--- src/rtl/nnl2_pkg.sv ---
// nnl2_pkg: shared constants and types for the nnl2 feeder slice.
//   DATA_W / VEC_LEN / CNT_W / ADDR_W : datapath, vector and counter sizing
//   STREAM_LAST / DRAIN_LAST / CAPTURE_CNT : window counter thresholds
//   SEL_*   : write-port bank select encodings
//   state_e : feeder sequencer states
package nnl2_pkg;

  localparam int DATA_W  = 16;
  localparam int VEC_LEN = 9;
  localparam int CNT_W   = 4;
  localparam int ADDR_W  = 4;

  // Window layout: cnt 0..8 stream operands, 9..11 flush the array, 12 captures.
  localparam logic [CNT_W-1:0] STREAM_LAST = 4'd8;
  localparam logic [CNT_W-1:0] DRAIN_LAST  = 4'd11;
  localparam logic [CNT_W-1:0] CAPTURE_CNT = 4'd12;

  localparam logic [ADDR_W-1:0] LAST_ADDR = ADDR_W'(VEC_LEN - 1);

  localparam logic [1:0] SEL_X    = 2'd0;
  localparam logic [1:0] SEL_W1   = 2'd1;
  localparam logic [1:0] SEL_W2   = 2'd2;
  localparam logic [1:0] SEL_BIAS = 2'd3;

  typedef enum logic [1:0] {
    ST_IDLE,
    ST_STREAM,
    ST_DRAIN,
    ST_CAPTURE
  } state_e;

endpackage

--- src/rtl/nnl2_feeder_vec_bank.sv ---
// vec_bank: VEC_LEN x DATA_W operand register file.
//   clk, rst       : clock, asynchronous active-low reset (clears every entry)
//   we, waddr,     : write port; addresses beyond the last element are dropped
//   wdata
//   raddr, rdata   : combinational read; out-of-range reads return 0
module vec_bank
  import nnl2_pkg::*;
(
  input  logic              clk,
  input  logic              rst,
  input  logic              we,
  input  logic [ADDR_W-1:0] waddr,
  input  logic [DATA_W-1:0] wdata,
  input  logic [CNT_W-1:0]  raddr,
  output logic [DATA_W-1:0] rdata
);

  logic [DATA_W-1:0] mem [VEC_LEN];

  // NOTE: the bank is flip-flop based and must read back as zero after reset,
  // so every entry is reset explicitly; this keeps it out of RAM inference.
  always_ff @(posedge clk or negedge rst) begin
    if (!rst) begin
      for (int i = 0; i < VEC_LEN; i++) mem[i] <= '0;
    end else if (we && (waddr <= LAST_ADDR)) begin
      mem[waddr] <= wdata;
    end
  end

  assign rdata = (raddr <= LAST_ADDR) ? mem[raddr] : '0;

endmodule

--- src/rtl/nnl2_feeder.sv ---
// nnl2_feeder: loads operands for the 2x1 systolic dense layer, runs one
// 13-cycle enable window per accepted start and captures the two results.
//   wr_en/wr_sel/wr_addr/wr_data : operand write port (ignored while busy)
//   start                        : request a computation (ignored while busy)
//   busy, done, out_valid        : handshake to the control FSM
//   res1_out, res2_out           : results captured at the end of the window
//   sys2x1_en, in_atas,          : layer enable and operand streams
//   in_kiri_1, in_kiri_2, b1, b2
//   res1_w, res2_w               : raw layer results
module nnl2_feeder
  import nnl2_pkg::*;
(
  input  logic              clk,
  input  logic              rst,
  input  logic              wr_en,
  input  logic [1:0]        wr_sel,
  input  logic [3:0]        wr_addr,
  input  logic [DATA_W-1:0] wr_data,
  input  logic              start,
  output logic              busy,
  output logic              done,
  output logic [DATA_W-1:0] res1_out,
  output logic [DATA_W-1:0] res2_out,
  output logic              out_valid,
  output logic              sys2x1_en,
  output logic [DATA_W-1:0] in_atas,
  output logic [DATA_W-1:0] in_kiri_1,
  output logic [DATA_W-1:0] in_kiri_2,
  output logic [DATA_W-1:0] b1,
  output logic [DATA_W-1:0] b2,
  input  logic [DATA_W-1:0] res1_w,
  input  logic [DATA_W-1:0] res2_w
);

  state_e            state, state_nxt;
  logic [CNT_W-1:0]  cnt, cnt_nxt;
  logic [DATA_W-1:0] bias1, bias2;
  logic [DATA_W-1:0] x_rd, w1_rd, w2_rd;
  logic              idle, wr_ok, start_acc;

  assign idle      = (state == ST_IDLE);
  assign wr_ok     = wr_en && idle;
  assign start_acc = start && idle;

  // Operand banks; they are only written in IDLE, so they are stable across a window.
  vec_bank u_x (
    .clk(clk), .rst(rst), .we(wr_ok && (wr_sel == SEL_X)),
    .waddr(wr_addr), .wdata(wr_data), .raddr(cnt), .rdata(x_rd)
  );
  vec_bank u_w1 (
    .clk(clk), .rst(rst), .we(wr_ok && (wr_sel == SEL_W1)),
    .waddr(wr_addr), .wdata(wr_data), .raddr(cnt), .rdata(w1_rd)
  );
  vec_bank u_w2 (
    .clk(clk), .rst(rst), .we(wr_ok && (wr_sel == SEL_W2)),
    .waddr(wr_addr), .wdata(wr_data), .raddr(cnt), .rdata(w2_rd)
  );

  always_ff @(posedge clk or negedge rst) begin
    if (!rst) begin
      bias1 <= '0;
      bias2 <= '0;
    end else if (wr_ok && (wr_sel == SEL_BIAS)) begin
      if (wr_addr == 4'd0) bias1 <= wr_data;
      if (wr_addr == 4'd1) bias2 <= wr_data;
    end
  end

  // State register.
  always_ff @(posedge clk or negedge rst) begin
    if (!rst) begin
      state <= ST_IDLE;
      cnt   <= '0;
    end else begin
      state <= state_nxt;
      cnt   <= cnt_nxt;
    end
  end

  // Next-state logic; cnt tracks the layer's own counter one-for-one.
  // NOTE: combinational blocks use blocking assignments and give every output
  // a default first, so no path leaves a value held and no latch is inferred.
  always_comb begin
    state_nxt = state;
    cnt_nxt   = cnt + 4'd1;
    unique case (state)
      ST_IDLE: begin
        cnt_nxt = '0;
        if (start) state_nxt = ST_STREAM;
      end
      ST_STREAM:  if (cnt == STREAM_LAST) state_nxt = ST_DRAIN;
      ST_DRAIN: begin
        if (cnt == DRAIN_LAST) begin
          state_nxt = ST_CAPTURE;
          cnt_nxt   = CAPTURE_CNT;
        end
      end
      ST_CAPTURE: begin
        state_nxt = ST_IDLE;
        cnt_nxt   = '0;
      end
      default: begin
        state_nxt = ST_IDLE;
        cnt_nxt   = '0;
      end
    endcase
  end

  // Outputs: decoded from registered state, so they move on the same edge as cnt.
  always_comb begin
    busy      = !idle;
    sys2x1_en = !idle;
    in_atas   = '0;
    in_kiri_1 = '0;
    in_kiri_2 = '0;
    b1        = '0;
    b2        = '0;
    if (state == ST_STREAM) begin
      in_atas   = x_rd;
      in_kiri_1 = w1_rd;
      in_kiri_2 = w2_rd;
    end
    if (!idle) begin
      b1 = bias1;
      b2 = bias2;
    end
  end

  // Result capture on the closing edge of the CAPTURE cycle.
  always_ff @(posedge clk or negedge rst) begin
    if (!rst) begin
      done      <= 1'b0;
      out_valid <= 1'b0;
      res1_out  <= '0;
      res2_out  <= '0;
    end else begin
      done <= (state == ST_CAPTURE);
      if (state == ST_CAPTURE) begin
        res1_out  <= res1_w;
        res2_out  <= res2_w;
        out_valid <= 1'b1;
      end else if (start_acc) begin
        out_valid <= 1'b0;
      end
    end
  end

endmodule

--- config.mk ---
export PLATFORM = sky130hd
export DESIGN_NAME = nnl2_feeder
export DESIGN_NICKNAME = d
export VERILOG_FILES = /design/src/rtl/nnl2_pkg.sv /design/src/rtl/nnl2_feeder_vec_bank.sv /design/src/rtl/nnl2_feeder.sv
export SDC_FILE = /design/constraint.sdc
export NUM_CORES = 1
export LEC_CHECK = 0
export BUFFER_PORTS_ARGS = -buffer_cell sky130_fd_sc_hd__clkbuf_2
export CAP_MARGIN = 40
export CORE_ASPECT_RATIO = 1.75
export CORE_UTILIZATION = 60
export CTS_CLUSTER_DIAMETER = 120
export CTS_CLUSTER_SIZE = 10
export DETAILED_ROUTE_END_ITERATION = 8
export HOLD_SLACK_MARGIN = 0.05
export PLACE_DENSITY = 0.79
export SYNTH_ARGS = -nofsm -noshare
export SYNTH_HDL_FRONTEND = slang
export SYNTH_SLANG_ARGS = --single-unit
--- constraint.sdc ---
create_clock -name clk -period 4.1 [get_ports clk]
set_input_delay 0.205 -clock clk [delete_from_list [all_inputs] [get_ports clk]]
set_output_delay 0.205 -clock clk [all_outputs]
set_load 0.05 [all_outputs]
# After elaboration in Yosys (flattened, before gate mapping)
# Index checks and enable logic that the tools add are counted.
[classes]
add_sub_neg = 1
mul = 0
div_mod_pow = 0
n_lt_le_gt_ge = 5
eq_ne = 12
shift = 0
n_mux = 30
bitwise = 2
reduce_logical = 19
[op_table]
columns = ["cell", "count"]
rows = [
  ["$bwmux W144", 3],
  ["$mux W16", 15],
  ["$bmux W16 S4", 3],
  ["$demux W16 S4", 1],
  ["$ge A5 B5 Y1 const B", 2],
  ["$logic_and A1 B1 Y1", 10],
  ["$not A4 Y5", 2],
  ["$eq A2 B2 Y1 const B", 4],
  ["$eq A4 B4 Y1 const B", 2],
  ["$le A4 B4 Y1 const B", 2],
  ["$pmux W2 S4", 1],
  ["$pmux W4 S2", 1],
  ["$mux W2", 3],
  ["$ne A2 B2 Y1 const B", 3],
  ["$lt A5 B1 Y1 const B", 1],
  ["$add A4 B1 Y4 const B", 1],
  ["$eq A2 B1 Y1 const B", 2],
  ["$eq A4 B1 Y1 const B", 1],
  ["$logic_not A2 Y1", 2],
  ["$logic_not A4 Y1", 1],
  ["$mux W4", 1],
  ["$reduce_and A2 Y1", 2],
  ["$reduce_and A3 Y1", 1],
  ["$mux W1", 2],
  ["other kinds (3)", 3],
]
[word_totals]
register_bits = 504
latchBits = 0
ramBits = 0
mem_bits_ro = 0
inputBits = 58
out_inout_bits = 116
memories = 0

# Depth between registers and ports, before layout
[logic_depth]
word_depth = 6
depth_mapped = 10
mapped_depth_nobuf = 5

# By module
# A second synthesis with hierarchy kept.
[hier_totals]
hier_cells = 1605
hier_area_um2 = 23428.7
[by_module_without_submodules]
columns = ["module", "n_inst", "cells_per_inst", "area_per_inst_um2", "seq_area_each_um2"]
rows = [
  ["vec_bank (u_w1 ...)", 2, 445, 6665.1, 3603.5],
  ["vec_bank (u_x)", 1, 445, 6626.4, 3603.5],
  ["nnl2_feeder", 1, 270, 3472.1, 1801.7],
]

# Worst setup path before layout
# OpenSTA, ideal clock, no wires.
[synth_path]
kind = "register to output"
start = "reg cnt[0]"
end = "out in_atas[0]"
arrival_ns = 2.889
required_ns = 3.895
slack_ns = 1.006
path_stages_with_launch = 11
n_path_buf = 5
cell_sequence = "dfrtp_1 -> clkbuf_1 -> buf_2 -> buf_2 -> inv_1 -> ha_1 -> nor2b_1 -> o21ai_0 -> clkbuf_1 -> clkbuf_1 -> a211oi_1"
[synth_via]
elab_chain_len = 6
elab_cells_between_ends = 7
classes_between = "1 x order compare; 5 x mux; 1 x bitwise"
[synth_lines]
columns = ["item", "line", "source"]
rows = [
  ["start: declaration", "nnl2_feeder.sv:36", "logic [CNT_W-1:0] cnt, cnt_nxt;"],
  ["start signal: assignment", "nnl2_feeder.sv:76", "cnt <= cnt_nxt;"],
  ["$not A4 Y5 (not written as such)", "nnl2_feeder_vec_bank.sv:30", "assign rdata = (raddr <= LAST_ADDR) ? mem[raddr] : '0;"],
  ["$bmux W16 S4", "nnl2_feeder_vec_bank.sv:30", ""],
  ["$mux W16 (not written as such) (2 in a row)", "nnl2_feeder_vec_bank.sv:30", ""],
  ["$mux W16 (*)", "nnl2_feeder_vec_bank.sv:30", ""],
  ["$mux W16 (*)", "nnl2_feeder.sv:118", "if (state == ST_STREAM) begin"],
  ["end: declaration", "nnl2_feeder.sv:26", "output logic [DATA_W-1:0] in_atas,"],
]
# Every way passes the cells marked *; elsewhere a longest branch is shown, timed or not. The select of a mux whose other input is x is not followed.

# Final worst setup path
[layout_path]
start = "reg cnt[1]"
end = "out in_kiri_1[12]"
[layout_via]
elab_chain_len = 6
elab_cells_between_ends = 7
classes_between = "1 x order compare; 5 x mux; 1 x bitwise"
[layout_lines]
columns = ["item", "line", "source"]
rows = [
  ["$not A4 Y5 (not written as such)", "nnl2_feeder_vec_bank.sv:30", ""],
  ["$bmux W16 S4", "nnl2_feeder_vec_bank.sv:30", ""],
  ["$mux W16 (not written as such) (2 in a row)", "nnl2_feeder_vec_bank.sv:30", ""],
  ["$mux W16 (*)", "nnl2_feeder_vec_bank.sv:30", ""],
  ["$mux W16 (*)", "nnl2_feeder.sv:118", ""],
  ["end: declaration", "nnl2_feeder.sv:27", "output logic [DATA_W-1:0] in_kiri_1,"],
]
# Marks and branches as above.

==> impl_results.md <==
- Cell family with most CP delay: buffers and inverters
- Vias in the first global route: 15965
- Asr flop ratio synth: 100%
- Clock Sinks: 504
- Crit Path Max Fanout: 22
- Post-CTS Setup Inserts: 0
- Full die area: just over 40000 um^2
- Initial core utilization: 60.7%
- Ports: 174
- WL/cell: about 26 um
- Power per cell area: about 530 nW/um^2
- Number of gates resized after cts: 0
- Peak VDD IR: 0.481 mV
- Worst Setup Start Kind: register
- Initial DRC Count: 784
- Skew-Pair Late Insertion Delay: 600 ps
- Buffer and inverter count on the worst path: 3
- Status: finished with violations
- Fmax: between 0.2 and 0.3 GHz
- DRT Pass-1 Iters: 7
- Final-report max-slew violation count: 0
- Tot GR Track Use: 29.8%
- DRC viols: 8
- Largest net degree at the start of global routing: 118
- First-pass GRT wire length: 92000 um
- Share of cells above drive strength 1: 48.6%
- Placeable Area: approximately 40000 um^2
- Final net count: ~1800
- Area after DPL: between 20000 and 25000 um^2
- GRT overflow: 0
- Initial antenna violation count: 5
- Slew margin rel.: 34.1%
- Final setup viols: 0
- DR vias/cell: 6.42
- Slowest Stage Delay on Critical Path: 830 ps
- Kind of critical path: register to output pin
- Clock buffer depth: 3
- Design area: roughly 27000 um^2
- I/O Buffers: approximately 170
- Via count: 14501
- Total Wirelength: around 58000 um
- CTS buffer count: between 50 and 60
- Leak pwr: about 13 nW
- Synthesized area: ~24000 um^2
- Final Wtd Congestion: 0.847
- Synth Register Bits: 504
- RSZ-0062 raised after global routing: false
- Commonest cells after routing, fill and taps aside: dfrtp_1, mux2_2, clkbuf_2
- WP data required: 3890 ps
- Post-route setup TNS: 0 ps
- Synth Flop Type: dfrtp_1
- TritonCTS clock tree: built
- Worst Setup End Kind: output pin
- Syn. warnings: 0
- Post-Synthesis Cells: 1608
- Worst Hold Class: primary input to asynchronous set/reset pin
- Final Util: 68.4%
- Reg clk slew, reported paths: 60 ps
- Worst path cell trace: buf_4 -> buf_4 -> mux4_2 -> a211oi_1 -> a211oi_1 -> clkbuf_2
- # rows: 96
- Detailed Place HPWL: 35300 um
- Die Wd: 152 um
- Hold-fix buffers, CTS: 34
- Synthesized area per cell: 14.8 um^2
- Root buf cell: clkbuf_16
- Post-synth net total: 1672
- Tcrit/Tclk final: 90.4%
- P&R area growth vs syn: 12.7%
- Htree depth: 2
- Min Clock Period, post-route: 3710 ps
- Slowest CP cell: dfrtp_2
- Post-route ant nets: 0
- Final Hold Vio Count: 0
- Most common cell after layout, fill and taps aside: dfrtp_1
- Chip height: 265 um
- Failing checks: design-rule violations
- Slew @ Worst Pin: 988 ps
- Sequential fraction of the synthesis area: 53.0%
- MaxCap Viol Count: 0
- Clk_skew: 20.9 ps
- # fillers: 2711
- Number of enable flip-flop cells after synthesis: 0
- Worst Path Arrival: 3500 ps
- Synth unique cells: 44
-- registers in the layout (all words and copies together), names as in the netlist --
| name | cells |
|---|---|
| res2_out | 16 |
| done | 1 |
| out_valid | 1 |
| res1_out | 16 |
| bias1 | 16 |
| bias2 | 16 |
| u_w2.mem | 144 |
| state | 2 |
| u_w1.mem | 144 |
| cnt | 4 |
| u_x.mem | 144 |
-- synth_stat cells (2+ instances only) --
cell type	n	area share (%)
nand3_2	5	0.21
buf_2	32	0.67
a221o_1	48	2.0
nor3_2	2	0.084
and4bb_2	3	0.16
nor4b_2	3	0.19
buf_4	16	0.51
mux2_4	100	6.3
nor2_2	3	0.079
nor2b_1	35	0.92
nand3b_1	2	0.063
and4b_1	2	0.084
nor2_1	5	0.079
and3_1	2	0.053
ha_1	6	0.32
a211oi_1	96	3.0
xnor2_1	2	0.074
mux2i_1	96	4.0
mux2_2	397	19
nand2_1	56	0.88
inv_1	7	0.11
nand4b_1	3	0.11
dfrtp_1	504	53
nor4b_4	2	0.20
clkbuf_1	95	1.5
buf_6	12	0.57
mux4_2	48	4.5
nand3_4	10	0.74
-- cell type report --
class                   instances  area, um^2  area share (%)
repair buffers                247        1670            6.25
multi-input cells             940       10400            38.8
clock buffers                  59        1410            5.27
flip-flops and latches        504       12600            47.1
inverters                       7        26.3          0.0980
diodes                          6        15.0          0.0560
clock inverters                 4        53.8           0.201
well taps                     490         613            2.29
-- metal layers --
| metal | GRT usage (%) | vias to the layer above | wire length (um) |
|---|---|---|---|
| met5 | 0 | - | 0 |
| met4 | 13.5 | 0 | 2400 |
| met3 | 3.86 | 150 | 2620 |
| met2 | 53.6 | 480 | 30900 |
| met1 | 35.8 | 7661 | 22200 |
| li1 | - | 6210 | - |
-- power by group --
part	switching, mW	internal (mW)	total [mW]
clock network	1.87	2.41	4.28
logic	2.44	1.47	3.91
registers	0.371	5.53	5.91
-- worst paths after layout --
path / from / end / slack, ps / cells past startpoint
min reg2reg: out_valid / out_valid / 480 / 1
max: cnt[1] / in_kiri_1[12] / 390 / 6
min in group clk: wr_en / u_w2.mem[143] / 270 / 4
max in group asynchronous: rst / bias2[2] / 2680 / 3
max reg2reg: state[0] / u_w2.mem[0] / 970 / 6
min: rst / u_w2.mem[20] / 270 / 2
-- cells by family after synthesis --
logic type / Yosys count / share of synthesized area, %
buffers and inverters: 164 / 3.46
DFF: 504 / 53.0
and+or+nand+nor: 140 / 4.07
adders and majority gates: 6 / 0.316
muxes: 641 / 33.7
xor gates and xnor gates: 2 / 0.0737
AOI/OAI and AO/OA: 151 / 5.33
-- metrics by stage --
stage / setup slack, ps / total power, mW / instances / hold WS, ps
finish: 393 / 14.1 / 2257 / 269
CTS: 389 / 14.2 / 2250 / 244
floorplan: 1010 / 8.81 / 1608 / -90.6
global placement: 1030 / 9.72 / 2146 / 351
global route: 365 / 14.7 / 2256 / 288
detailed placement: 987 / 9.87 / 2153 / 367
No activity file was read; power rests on OpenSTA's default activity.
